--- config.mk ---
export PLATFORM = sky130hd
export DESIGN_NAME = alu_result_writeback_flat
export DESIGN_NICKNAME = d
export VERILOG_FILES = /design/src/rtl/alu_result_writeback_if.sv /design/src/rtl/alu_result_writeback.sv /design/src/flat_wrapper.sv
export SDC_FILE = /design/constraint.sdc
export NUM_CORES = 1
export LEC_CHECK = 0
export CORE_UTILIZATION = 50
export DETAILED_ROUTE_END_ITERATION = 8
export PLACE_DENSITY = 0.76
export RECOVER_POWER = 50
export SYNTH_ARGS = -nofsm -noshare
export SYNTH_HDL_FRONTEND = slang
export SYNTH_SLANG_ARGS = --single-unit
--- constraint.sdc ---
create_clock -name clk -period 6.2 [get_ports clk]
set_input_delay 1.24 -clock clk [delete_from_list [all_inputs] [get_ports clk]]
set_output_delay 1.24 -clock clk [all_outputs]
set_load 0.1 [all_outputs]
--- src/rtl/alu_result_writeback_if.sv ---
// Operand-read, ALU write-back and external-load signals around the register file.
// The master side is whoever drives the ALU result and loads; the slave side is the register file.
interface alu_result_writeback_if #(
    parameter int DATA_W = 8,
    parameter int ADDR_W = 3
);
    logic              wb_valid;
    logic [ADDR_W-1:0] wb_addr;
    logic [DATA_W-1:0] alu_out;
    logic              alu_z;
    logic              ld_valid;
    logic [ADDR_W-1:0] ld_addr;
    logic [DATA_W-1:0] ld_data;
    logic [ADDR_W-1:0] rd_addr1;
    logic [ADDR_W-1:0] rd_addr2;
    logic [DATA_W-1:0] rd_data1;
    logic [DATA_W-1:0] rd_data2;
    logic              z_flag;
    logic              ld_drop;
    logic [7:0]        wb_count;

    modport master (
        output wb_valid, wb_addr, alu_out, alu_z,
        output ld_valid, ld_addr, ld_data,
        output rd_addr1, rd_addr2,
        input  rd_data1, rd_data2, z_flag, ld_drop, wb_count
    );

    modport slave (
        input  wb_valid, wb_addr, alu_out, alu_z,
        input  ld_valid, ld_addr, ld_data,
        input  rd_addr1, rd_addr2,
        output rd_data1, rd_data2, z_flag, ld_drop, wb_count
    );
endinterface

--- src/rtl/alu_result_writeback.sv ---
// Register file and write-back stage around the 8-bit ALU.
// Writes are captured into a one-entry pending register and committed to the
// array on the following edge; the read ports bypass from the pending entry so
// a result is visible one edge after it is presented.
module alu_result_writeback #(
    parameter int NREGS  = 8,
    parameter int DATA_W = 8,
    parameter int ADDR_W = 3
) (
    input  logic                   clk,
    input  logic                   reset,
    alu_result_writeback_if.slave  bus
);

    logic [DATA_W-1:0] regs [NREGS];
    logic              pend_valid;
    logic [ADDR_W-1:0] pend_addr;
    logic [DATA_W-1:0] pend_data;
    logic              z_q;
    logic              drop_q;
    logic [7:0]        count_q;

    // Capture the winning write source into the pending entry while the
    // previous pending entry commits to the array in the same edge.
    always_ff @(posedge clk) begin
        if (reset) begin
            for (int i = 0; i < NREGS; i++) begin
                regs[i] <= '0;
            end
            pend_valid <= 1'b0;
            pend_addr  <= '0;
            pend_data  <= '0;
            z_q        <= 1'b0;
            drop_q     <= 1'b0;
            count_q    <= '0;
        end else begin
            if (bus.wb_valid) begin
                pend_valid <= 1'b1;
                pend_addr  <= bus.wb_addr;
                pend_data  <= bus.alu_out;
                z_q        <= bus.alu_z;
            end else if (bus.ld_valid) begin
                pend_valid <= 1'b1;
                pend_addr  <= bus.ld_addr;
                pend_data  <= bus.ld_data;
            end else begin
                pend_valid <= 1'b0;
            end

            // A load colliding with an ALU result loses and is reported.
            drop_q <= bus.wb_valid & bus.ld_valid;

            if (pend_valid) begin
                regs[pend_addr] <= pend_data;
                count_q         <= count_q + 8'd1;
            end
        end
    end

    // Combinational read ports; the pending entry is newer than the array.
    always_comb begin
        bus.rd_data1 = regs[bus.rd_addr1];
        bus.rd_data2 = regs[bus.rd_addr2];
        if (pend_valid && (pend_addr == bus.rd_addr1)) begin
            bus.rd_data1 = pend_data;
        end
        if (pend_valid && (pend_addr == bus.rd_addr2)) begin
            bus.rd_data2 = pend_data;
        end
    end

    assign bus.z_flag   = z_q;
    assign bus.ld_drop  = drop_q;
    assign bus.wb_count = count_q;

endmodule

--- src/flat_wrapper.sv ---
// flat-port wrapper written by rule: the top's interface ports become plain ports
module alu_result_writeback_flat 
#(
    parameter int NREGS  = 8,
    parameter int DATA_W = 8,
    parameter int ADDR_W = 3
)
  (clk, reset, bus_wb_valid, bus_wb_addr, bus_alu_out, bus_alu_z, bus_ld_valid, bus_ld_addr, bus_ld_data, bus_rd_addr1, bus_rd_addr2, bus_rd_data1, bus_rd_data2, bus_z_flag, bus_ld_drop, bus_wb_count);
  alu_result_writeback_if #(.DATA_W(DATA_W), .ADDR_W(ADDR_W)) bus_i ();
  input  logic clk;
  input  logic reset;
  input wire logic [$bits(bus_i.wb_valid)-1:0] bus_wb_valid;
  input wire logic [$bits(bus_i.wb_addr)-1:0] bus_wb_addr;
  input wire logic [$bits(bus_i.alu_out)-1:0] bus_alu_out;
  input wire logic [$bits(bus_i.alu_z)-1:0] bus_alu_z;
  input wire logic [$bits(bus_i.ld_valid)-1:0] bus_ld_valid;
  input wire logic [$bits(bus_i.ld_addr)-1:0] bus_ld_addr;
  input wire logic [$bits(bus_i.ld_data)-1:0] bus_ld_data;
  input wire logic [$bits(bus_i.rd_addr1)-1:0] bus_rd_addr1;
  input wire logic [$bits(bus_i.rd_addr2)-1:0] bus_rd_addr2;
  output wire logic [$bits(bus_i.rd_data1)-1:0] bus_rd_data1;
  output wire logic [$bits(bus_i.rd_data2)-1:0] bus_rd_data2;
  output wire logic [$bits(bus_i.z_flag)-1:0] bus_z_flag;
  output wire logic [$bits(bus_i.ld_drop)-1:0] bus_ld_drop;
  output wire logic [$bits(bus_i.wb_count)-1:0] bus_wb_count;
  assign bus_i.wb_valid = bus_wb_valid;
  assign bus_i.wb_addr = bus_wb_addr;
  assign bus_i.alu_out = bus_alu_out;
  assign bus_i.alu_z = bus_alu_z;
  assign bus_i.ld_valid = bus_ld_valid;
  assign bus_i.ld_addr = bus_ld_addr;
  assign bus_i.ld_data = bus_ld_data;
  assign bus_i.rd_addr1 = bus_rd_addr1;
  assign bus_i.rd_addr2 = bus_rd_addr2;
  assign bus_rd_data1 = bus_i.rd_data1;
  assign bus_rd_data2 = bus_i.rd_data2;
  assign bus_z_flag = bus_i.z_flag;
  assign bus_ld_drop = bus_i.ld_drop;
  assign bus_wb_count = bus_i.wb_count;
  alu_result_writeback #(.NREGS(NREGS), .DATA_W(DATA_W), .ADDR_W(ADDR_W)) u_core (.clk(clk), .reset(reset), .bus(bus_i));
endmodule
==> results of run 1 <==
[registers in the layout (all words and copies together), names as in the netlist]
register / count
u_core.regs: 64
u_core.bus.wb_count: 8
u_core.pend_data: 8
u_core.pend_addr: 3
u_core.bus.ld_drop: 1
u_core.bus.z_flag: 1
u_core.pend_valid: 1
[power by group through the flow]
stage	clock, mW	combinational (mW)	sequential [mW]
5_1_grt	0.412	0.297	0.673
6_report	0.386	0.284	0.669
3_5_place_dp	0	0.286	0.682
3_3_place_gp	0	0.283	0.679
2_1_floorplan	0	0.217	0.676
4_1_cts	0.389	0.287	0.669
[how the worst max path moves through the flow]
stage | from | end | slack (ns) | cells after the start
2_1_floorplan | bus_rd_addr1[0] | bus_rd_data1[0] | 2.24 | 5
3_3_place_gp | bus_rd_addr2[1] | bus_rd_data2[6] | 1.36 | 5
3_5_place_dp | bus_rd_addr2[1] | bus_rd_data2[6] | 1.31 | 5
4_1_cts | bus_rd_addr2[1] | bus_rd_data2[6] | 1.31 | 5
5_1_grt | bus_rd_addr2[1] | bus_rd_data2[6] | 1.21 | 5
6_report | bus_rd_addr2[1] | bus_rd_data2[6] | 1.33 | 5
[metrics by stage]
step | setup slack (ns) | area, um^2
after global placement | 1.361 | 5303
after detailed placement | 1.314 | 5303
after floorplan | 2.243 | 4745
final | 1.325 | 5482
after CTS | 1.305 | 5493
after global routing | 1.210 | 5482
[cell type report]
type	count	area, um^2	area share
clock buffers	10	127.6	0.02328
clock inverters	6	62.56	0.01141
multi-input cells	222	2208	0.4029
flip-flops and latches	86	2362	0.4310
well taps	111	138.9	0.02534
repair buffers	65	581.8	0.1061
[worst reg2reg max path: cells and delay by family (launching register included)]
| family | cells | cell delay (ns) |
|---|---|---|
| AND/OR/NAND/NOR | 3 | 0.99 |
| flip-flops | 1 | 0.59 |
| buffers and inverters | 1 | 0.41 |
[Yosys cell counts (4+ instances only)]
| library cell | number | area share |
|---|---|---|
| sky130_fd_sc_hd__and2_1 | 64 | 0.084 |
| sky130_fd_sc_hd__edfxtp_1 | 64 | 0.41 |
| sky130_fd_sc_hd__mux2_2 | 41 | 0.097 |
| sky130_fd_sc_hd__nor2_1 | 25 | 0.020 |
| sky130_fd_sc_hd__dfxtp_1 | 22 | 0.093 |
| sky130_fd_sc_hd__mux4_1 | 18 | 0.10 |
| sky130_fd_sc_hd__clkbuf_1 | 16 | 0.013 |
| sky130_fd_sc_hd__mux4_2 | 14 | 0.066 |
| sky130_fd_sc_hd__mux2i_1 | 13 | 0.027 |
| sky130_fd_sc_hd__or2_2 | 8 | 0.011 |
| sky130_fd_sc_hd__xnor2_1 | 7 | 0.013 |
| sky130_fd_sc_hd__buf_2 | 5 | 0.0053 |
| sky130_fd_sc_hd__nand4_1 | 5 | 0.0066 |
| sky130_fd_sc_hd__buf_6 | 4 | 0.0095 |
[logic make-up after synthesis]
logic type | Yosys count | synth area share
flops | 86 | 0.4979
compound gates | 6 | 0.006327
buf+inv | 28 | 0.03665
mux | 88 | 0.2972
simple gates | 117 | 0.1408
fa+ha+maj | 1 | 0.002637
xor+xnor | 10 | 0.01846
[per-layer routing]
layer	up-vias	wire, um
met5	-	0
met4	0	178
met3	14	433
met2	101	5332
met1	1485	4646
li1	1353	-
==> parameters.txt, run 1 <==
Parameter                              Value

Outcome
  Status    finished, final reports clean

GRT
  GR met3 Demand/Resource    0.03233
  Global routing met2 resource utilization    0.3948
  Busiest layer in global routing    met2
  Largest net degree at the start of global routing    36
  Initial antenna violation count    0
  Via count of the first global-routing pass    ~3000
  Global-route met1 utilization    0.2904
  Wire length of the first global-routing pass    16460 um
  GRT overflow    0
  Total routing usage reported by global routing    0.2274

Floorplanning
  Die Y-Extent    between 90 and 100 um
  Number of rows in the core area    35
  Starting density of the core    0.5159
  Die extent in x    99.41 um
  Placeable Area    9196 um^2
  Number of top-level pins    just under 60
  Total die area    9882 um^2

Min path
  Min-Delay Path Class    register to register
  Hold EP    u_core.bus.z_flag
  Hold-critical path depth    2
  Launch point of the worst hold path    u_core.bus.z_flag

STA
  Setup skew after layout    0.01038 ns
  Maximum achievable frequency    205.1 MHz
  RSZ-0062 raised after global routing    no
  Worst rel slew slack    0.07267
  Final Hold Slack    just over 0.5 ns
  Transition at the pin with the smallest max-transition slack    between 1 and 1.5 ns
  Final Critical Period    4.875 ns
  Final setup violation count    0
  Final-report max-slew violation count    0
  Count of endpoints failing hold in the final timing report    0
  Fin Setup TNS    0 ns
  Final period utilization    0.7863

Pwr
  Power Density    244.3 nW/um^2
  Leakage Power    2.078 nW
  Switching power of the nets    0.4060 mW
  Worst IR Drop VDD    around 0.1 mV
  Part of the total power dissipated in sequential elements    0.500
  Final total power    1.339 mW
  Internal Pwr Total    0.9330 mW
  Net switching fraction of the power    0.3032
  Portion of total power attributed to combinational logic    0.212
  Clock network fraction of design power    0.289

Setup path
  Buffer and inverter count on the worst path    2
  Arr. time, crit path    approximately 3.6 ns
  Reg-to-Reg Start    u_core.pend_valid
  Type of origin of the critical path    primary input
  Series of cell instances along the critical path    clkdlybuf4s50_1 -> xnor2_1 -> nand4_1 -> mux2_4 -> buf_4
  Reg2Reg Capture Point    u_core.regs[4][6]
  R2r setup slk    3.84 ns
  Top delay family on crit path    buffers and inverters
  Critical path required time    4.96 ns
  Slowest cell delay on critical path    around 1.0 ns
  CP endpoint kind    primary output
  Cells on worst reg2reg path    4
  Slowest cell on the critical path    sky130_fd_sc_hd__clkdlybuf4s50_1
  Highest fanout seen on the critical path    17
  Type of the worst setup path    primary input to primary output

Route
  Via-to-Cell Ratio    5.906
  Total detailed-routing wirelength    10590 um
  Number of design-rule violations left by the first detailed-router iteration    113
  Drt drc    0
  Final routed wire length divided by cell count    approximately 21 um
  Number of nets with antenna violations after routing    0
  Count of vias placed by the detailed router    2953
  DR pass1 iterations    4

Cells and area
  Net total in the final layout    418
  Final instance count without filler cells    500
  Fraction of layout cells with a size suffix above 1    0.2545
  Final core utilization    0.5961
  Most used cells in the layout excluding fill and tap cells    sky130_fd_sc_hd__edfxtp_1, sky130_fd_sc_hd__mux2_2, sky130_fd_sc_hd__clkdlybuf4s50_1
  Number of antenna repair diodes    0
  Leading cell type in the layout, fill and taps excluded    sky130_fd_sc_hd__edfxtp_1
  Signed area change from the synthesized netlist to the final layout    15.53%
  Number of fill cells in the layout    ~750

Yosys
  Number of synthesized register bits    86
  Share of flip-flops with an asynchronous set or reset after synthesis    0
  YS warnings    0
  Seq/Total Area, Yosys    0.4979
  Flip-flop cell with the highest count after synthesis    sky130_fd_sc_hd__edfxtp_1
  Post-synth EDFFs    64
  Distinct cell type count of the synthesized netlist    29
  Synthesized instance count    336
  Synthesized Nets    370
  Netlist area before placement    4745 um^2
  Per-instance average area after synthesis    ~14 um^2

Clocking
  Post-CTS Hold Fix Bufs    0
  CTS sink cnt    86
  Cts repair resizes    0
  Clock input transition at the sequential cells of the worst setup and hold paths    0.09 ns
  Clock insertion delay at the later pin of the skew report    ~0.36 ns
  Total CTS buffers    9
  H-tree lvl count    3
  CTS Buffer Depth    2
  Root Buffer    sky130_fd_sc_hd__clkbuf_8
  CTS tree    done
  Buffers inserted by post-CTS timing repair    0

Job
  Max-Cap Viols    0

Placement
  Detailed placer's ending HPWL    7325 um
  Count of input and output buffers    58
  Weighted congestion at the end of routability-driven global placement    ~0.78
  Placed insts    approximately 480
No activity file was read; power rests on OpenSTA's default activity.
==> run 2, diff against run 1 <==
- clock period: 6.2 -> 5.05 ns (I/O delays scaled with it)
==> run 2 against run 1 <==
Total power is 28% higher. Worst hold slack better by 0.0014 ns. First-iteration DRC count up 45%. Via count hardly changed. Sequential share of layout area decreased by 1.7 points. Combinational power up 40%. Die area unchanged. Routed wire length is 1.6% lower. Highest routed layer unchanged. Critical endpoint is now bus_rd_data1[7].
==> parameters.txt, run 2 (synthesized netlist as in run 1, its figures left out) <==
Parameter                              Value

Floorplanning
  Placeable Area    9196 um^2
  Number of rows in the core area    35
  Number of top-level pins    59
  Starting density of the core    0.5159
  Die extent in x    ~99 um
  Die Y-Extent    99.41 um
  Total die area    ~9900 um^2

Placement
  Placed standard-cell area    ~5500 um^2
  Detailed placer's ending HPWL    7125 um
  Placed insts    ~500
  Post-place setup slack    0.7289 ns
  Weighted congestion at the end of routability-driven global placement    0.7847
  Count of input and output buffers    between 50 and 60

Route
  Via-to-Cell Ratio    5.867
  Number of design-rule violations left by the first detailed-router iteration    164
  Drt drc    0
  Number of nets with antenna violations after routing    0
  Total detailed-routing wirelength    10420 um
  DR pass1 iterations    4
  Count of vias placed by the detailed router    2951
  Final routed wire length divided by cell count    between 20 and 25 um

GRT
  Largest net degree at the start of global routing    27
  Initial antenna violation count    0
  GRT overflow    0
  Via count of the first global-routing pass    between 2000 and 3000
  Total routing usage reported by global routing    0.2295
  Wire length of the first global-routing pass    16260 um

Clocking
  Clock input transition at the sequential cells of the worst setup and hold paths    0.08 ns
  Cts repair resizes    0
  CTS sink cnt    86
  Clock insertion delay at the later pin of the skew report    0.37 ns
  CTS tree    done
  Buffers inserted by post-CTS timing repair    0
  Root Buffer    sky130_fd_sc_hd__clkbuf_8
  Post-CTS Hold Fix Bufs    0
  H-tree lvl count    3
  CTS Buffer Depth    2
  Total CTS buffers    9

Cells and area
  Design Area, Final    approximately 5700 um^2
  Number of antenna repair diodes    0
  Leading cell type in the layout, fill and taps excluded    sky130_fd_sc_hd__edfxtp_1
  Max reg flops    64
  Fraction of layout cells with a size suffix above 1    0.2602
  Final instance count without filler cells    503
  Signed area change from the synthesized netlist to the final layout    20.31%
  Final core utilization    0.6207
  Most used cells in the layout excluding fill and tap cells    sky130_fd_sc_hd__edfxtp_1, sky130_fd_sc_hd__and2_1, sky130_fd_sc_hd__mux2_2, sky130_fd_sc_hd__clkdlybuf4s50_1, sky130_fd_sc_hd__nor2_1
  Largest reg by FF count    u_core.regs
  Net total in the final layout    roughly 420

Setup path
  Slowest cell delay on critical path    0.95 ns
  Slowest cell on the critical path    sky130_fd_sc_hd__clkdlybuf4s50_1
  Cells on worst reg2reg path    4
  Type of the worst setup path    primary input to primary output
  R2r setup slk    roughly 2.7 ns
  Series of cell instances along the critical path    clkdlybuf4s50_1 -> xnor2_1 -> nand4_1 -> mux2_2 -> buf_12
  Reg-to-Reg Start    u_core.pend_valid
  Arr. time, crit path    about 3.3 ns
  Type of origin of the critical path    primary input
  Reg2Reg Capture Point    u_core.regs[4][1]
  Highest fanout seen on the critical path    14
  CP endpoint kind    primary output
  Critical path required time    4.04 ns

Min path
  Launch point of the worst hold path    u_core.bus.wb_count[7]
  Min-Delay Path Class    register to register
  Hold-critical path depth    2
  Hold EP    u_core.bus.wb_count[7]

Pwr
  Leakage Power    2.161 nW
  Power Density    roughly 300 nW/um^2
  Worst IR Drop VDD    0.1627 mV
  Final total power    1.708 mW

STA
  RSZ-0062 raised after global routing    no
  Maximum achievable frequency    231.1 MHz
  Worst rel slew slack    0.2883
  Final critical-path setup slack    0.7222 ns
  Final period utilization    0.8570
  Fin Setup TNS    0 ns
  Transition at the pin with the smallest max-transition slack    1.068 ns
  Count of endpoints failing hold in the final timing report    0
  Final setup violation count    0
  Setup skew after layout    0.009940 ns
  Final Critical Period    about 4.3 ns
  Final Hold Slack    roughly 0.5 ns
  Final-report max-slew violation count    0

Outcome
  Status    finished, final reports clean

Job
  Max-Cap Viols    0
==> run 2: worst max path at each step <==
stage,cells after the start,end,slack [ns],startpoint
after floorplan,5,bus_rd_data1[0],1.55,bus_rd_addr1[0]
after global placement,5,bus_rd_data1[5],0.78,bus_rd_addr1[1]
after detailed placement,5,bus_rd_data1[7],0.73,bus_rd_addr1[1]
after CTS,5,bus_rd_data1[7],0.72,bus_rd_addr1[1]
after global routing,5,bus_rd_data1[2],0.56,bus_rd_addr1[1]
final,5,bus_rd_data1[7],0.72,bus_rd_addr1[1]
==> run 2: per-layer routing <==
metal | wire, um | global-route usage | vias up
met5 | 0 | 0 | -
met4 | 274 | 0.09276 | 0
met3 | 638 | 0.04849 | 19
met2 | 5039 | 0.3750 | 112
met1 | 4471 | 0.3009 | 1457
li1 | - | - | 1363
==> run 2: worst max-delay path, delay by kind of cell <==
family	cells	cell delay [ns]
buffers and inverters	2	1.12
and+or+nand+nor	1	0.49
muxes	1	0.49
xor gates and xnor gates	1	0.20
==> run 2: power by group <==
group / internal, mW / switching (mW)
Clock: 0.231 / 0.258
Sequential: 0.787 / 0.0351
Combinational: 0.172 / 0.225
Total: 1.19 / 0.518
==> run 2: layout make-up <==
| cell class | count | area [um^2] |
|---|---|---|
| timing repair buffer | 68 | 800.8 |
| sequential | 86 | 2362 |
| tap | 111 | 138.9 |
| multi-input combinational | 222 | 2208 |
| fill | 713 | 3488 |
| clock buffer | 10 | 127.6 |
| clock inverter | 6 | 70.07 |
==> run 3, diff against run 2 <==
- clock period: 5.05 -> 4.6 ns (I/O delays scaled with it)
==> run 3 against run 2 <==
Sequential power up 9.9%. Critical path depth increased by 1. Non-clock buffer count unchanged. Critical endpoint is now bus_rd_data1[4]. Largest power group unchanged. Highest routed layer unchanged.
==> parameters.txt, run 3 (synthesized netlist as in run 1, its figures left out) <==
Parameter                              Value

Outcome
  Status    finished, final reports clean

Floorplanning
  Die extent in x    approximately 99 um
  Placeable Area    just over 9000 um^2
  Die Y-Extent    99.41 um
  Number of rows in the core area    35
  Starting density of the core    0.5159
  Number of top-level pins    59
  Total die area    9882 um^2

Setup path
  Crit-path most repeated cell    sky130_fd_sc_hd__mux2_2
  Critical path required time    3.68 ns
  Type of the worst setup path    primary input to primary output
  Top delay family on crit path    buffers and inverters
  Arr. time, crit path    just over 3 ns
  Series of cell instances along the critical path    clkdlybuf4s50_1 -> buf_4 -> mux4_2 -> mux2_2 -> mux2_2 -> buf_12
  Slowest cell delay on critical path    0.79 ns
  Type of origin of the critical path    primary input
  CP endpoint kind    primary output
  Slowest cell on the critical path    sky130_fd_sc_hd__clkdlybuf4s50_1
  Highest fanout seen on the critical path    8
  Cells on worst reg2reg path    4
  Stages on worst setup path    6
  Buffer and inverter count on the worst path    3

Cells and area
  Most used cells in the layout excluding fill and tap cells    sky130_fd_sc_hd__edfxtp_1, sky130_fd_sc_hd__mux2_2, sky130_fd_sc_hd__clkdlybuf4s50_1
  Number of antenna repair diodes    0
  Net total in the final layout    421
  Fraction of layout cells with a size suffix above 1    0.2628
  Leading cell type in the layout, fill and taps excluded    sky130_fd_sc_hd__edfxtp_1
  Final instance count without filler cells    503
  Max reg flops    64
  Largest reg by FF count    u_core.regs
  Signed area change from the synthesized netlist to the final layout    20.83%

Pwr
  Part of the total power dissipated in sequential elements    0.474
  Power Density    332.4 nW/um^2
  Internal Pwr Total    1.354 mW
  Worst IR Drop VDD    0.1771 mV
  Clock network fraction of design power    0.296
  Net switching fraction of the power    0.2895
  Switching power of the nets    0.5516 mW
  Portion of total power attributed to combinational logic    0.230
  Leakage Power    2.172 nW
  Final total power    1.906 mW

Placement
  Placed insts    487
  Count of input and output buffers    58
  Post-place setup slack    0.6005 ns
  Weighted congestion at the end of routability-driven global placement    0.8433
  Detailed placer's ending HPWL    just under 8000 um

STA
  Final critical-path setup slack    between 0.5 and 0.6 ns
  Fin Setup TNS    0 ns
  Count of endpoints failing hold in the final timing report    0
  Transition at the pin with the smallest max-transition slack    about 1.4 ns
  Final Critical Period    4.006 ns
  Worst rel slew slack    0.06461
  Setup skew after layout    0.01016 ns
  Maximum achievable frequency    249.6 MHz
  Final-report max-slew violation count    0
  Final period utilization    0.8708
  RSZ-0062 raised after global routing    no
  Final setup violation count    0

GRT
  Initial antenna violation count    0
  GRT overflow    0
  Largest net degree at the start of global routing    36
  Via count of the first global-routing pass    about 3100
  Wire length of the first global-routing pass    around 17000 um
  Total routing usage reported by global routing    0.2343

Clocking
  Cts repair resizes    0
  Total CTS buffers    9
  Root Buffer    sky130_fd_sc_hd__clkbuf_8
  Post-CTS Hold Fix Bufs    0
  CTS Buffer Depth    2
  CTS sink cnt    86
  Buffers inserted by post-CTS timing repair    0
  Clock input transition at the sequential cells of the worst setup and hold paths    0.08 ns
  H-tree lvl count    3
  Clock insertion delay at the later pin of the skew report    0.36 ns
  CTS tree    done

Min path
  Hold-critical path depth    2
  Min-Delay Path Class    register to register

Route
  Final routed wire length divided by cell count    21.47 um
  Count of vias placed by the detailed router    2996
  Total detailed-routing wirelength    roughly 11000 um
  Number of nets with antenna violations after routing    0
  Via-to-Cell Ratio    between 5 and 6
  Number of design-rule violations left by the first detailed-router iteration    between 100 and 150
  DR pass1 iterations    4
  Drt drc    0

Job
  Max-Cap Viols    0
## run 3: metal layers
layer	global-route usage	share of wire	vias to the layer above
li1	-	-	1362
met1	0.2932	0.42	1495
met2	0.4044	0.51	117
met3	0.02881	0.042	22
met4	0.1165	0.031	0
met5	0	0	-
## run 3: layout make-up
class                      instances  area [um^2]
sequential                        86         2362
timing repair buffer              68        804.5
clock buffer                      12        166.4
fill                             712         3463
tap                              111        138.9
clock inverter                     4        52.55
multi-input combinational        222         2208
## run 3: power groups by stage
stage / clock [mW] / sequential, mW / combinational (mW)
after detailed placement: 0 / 0.920 / 0.442
after floorplan: 0 / 0.911 / 0.292
after global placement: 0 / 0.916 / 0.436
after global routing: 0.598 / 0.908 / 0.455
after CTS: 0.570 / 0.902 / 0.443
final: 0.565 / 0.903 / 0.438
## run 3: worst reg2reg max path, stage by stage, from the launching register on
cell	delay, ns
sky130_fd_sc_hd__dfxtp_1	0.57
sky130_fd_sc_hd__nand2_1	0.18
sky130_fd_sc_hd__nor4_1	0.20
sky130_fd_sc_hd__clkbuf_1	0.39
sky130_fd_sc_hd__or2_0	0.66
## run 3: through the flow
stage / utilization / cell area (um^2) / hold slack, ns
floorplan: - / 4745 / 0.5809
global placement: 0.6008 / 5525 / 0.4711
global route: 0.6234 / 5733 / 0.5356
detailed placement: 0.6008 / 5525 / 0.4827
CTS: 0.6246 / 5744 / 0.4994
finish: 0.6234 / 5733 / 0.5095
## run 3: path summary, 6_finish.rpt
| path | startpoint | slack, ns | to |
|---|---|---|---|
| max | bus_rd_addr1[1] | 0.59 | bus_rd_data1[4] |
| min | u_core.bus.wb_count[7] | 0.51 | u_core.bus.wb_count[7] |
| max reg2reg | u_core.pend_valid | 2.23 | u_core.regs[4][6] |
| min reg2reg | u_core.bus.wb_count[7] | 0.51 | u_core.bus.wb_count[7] |
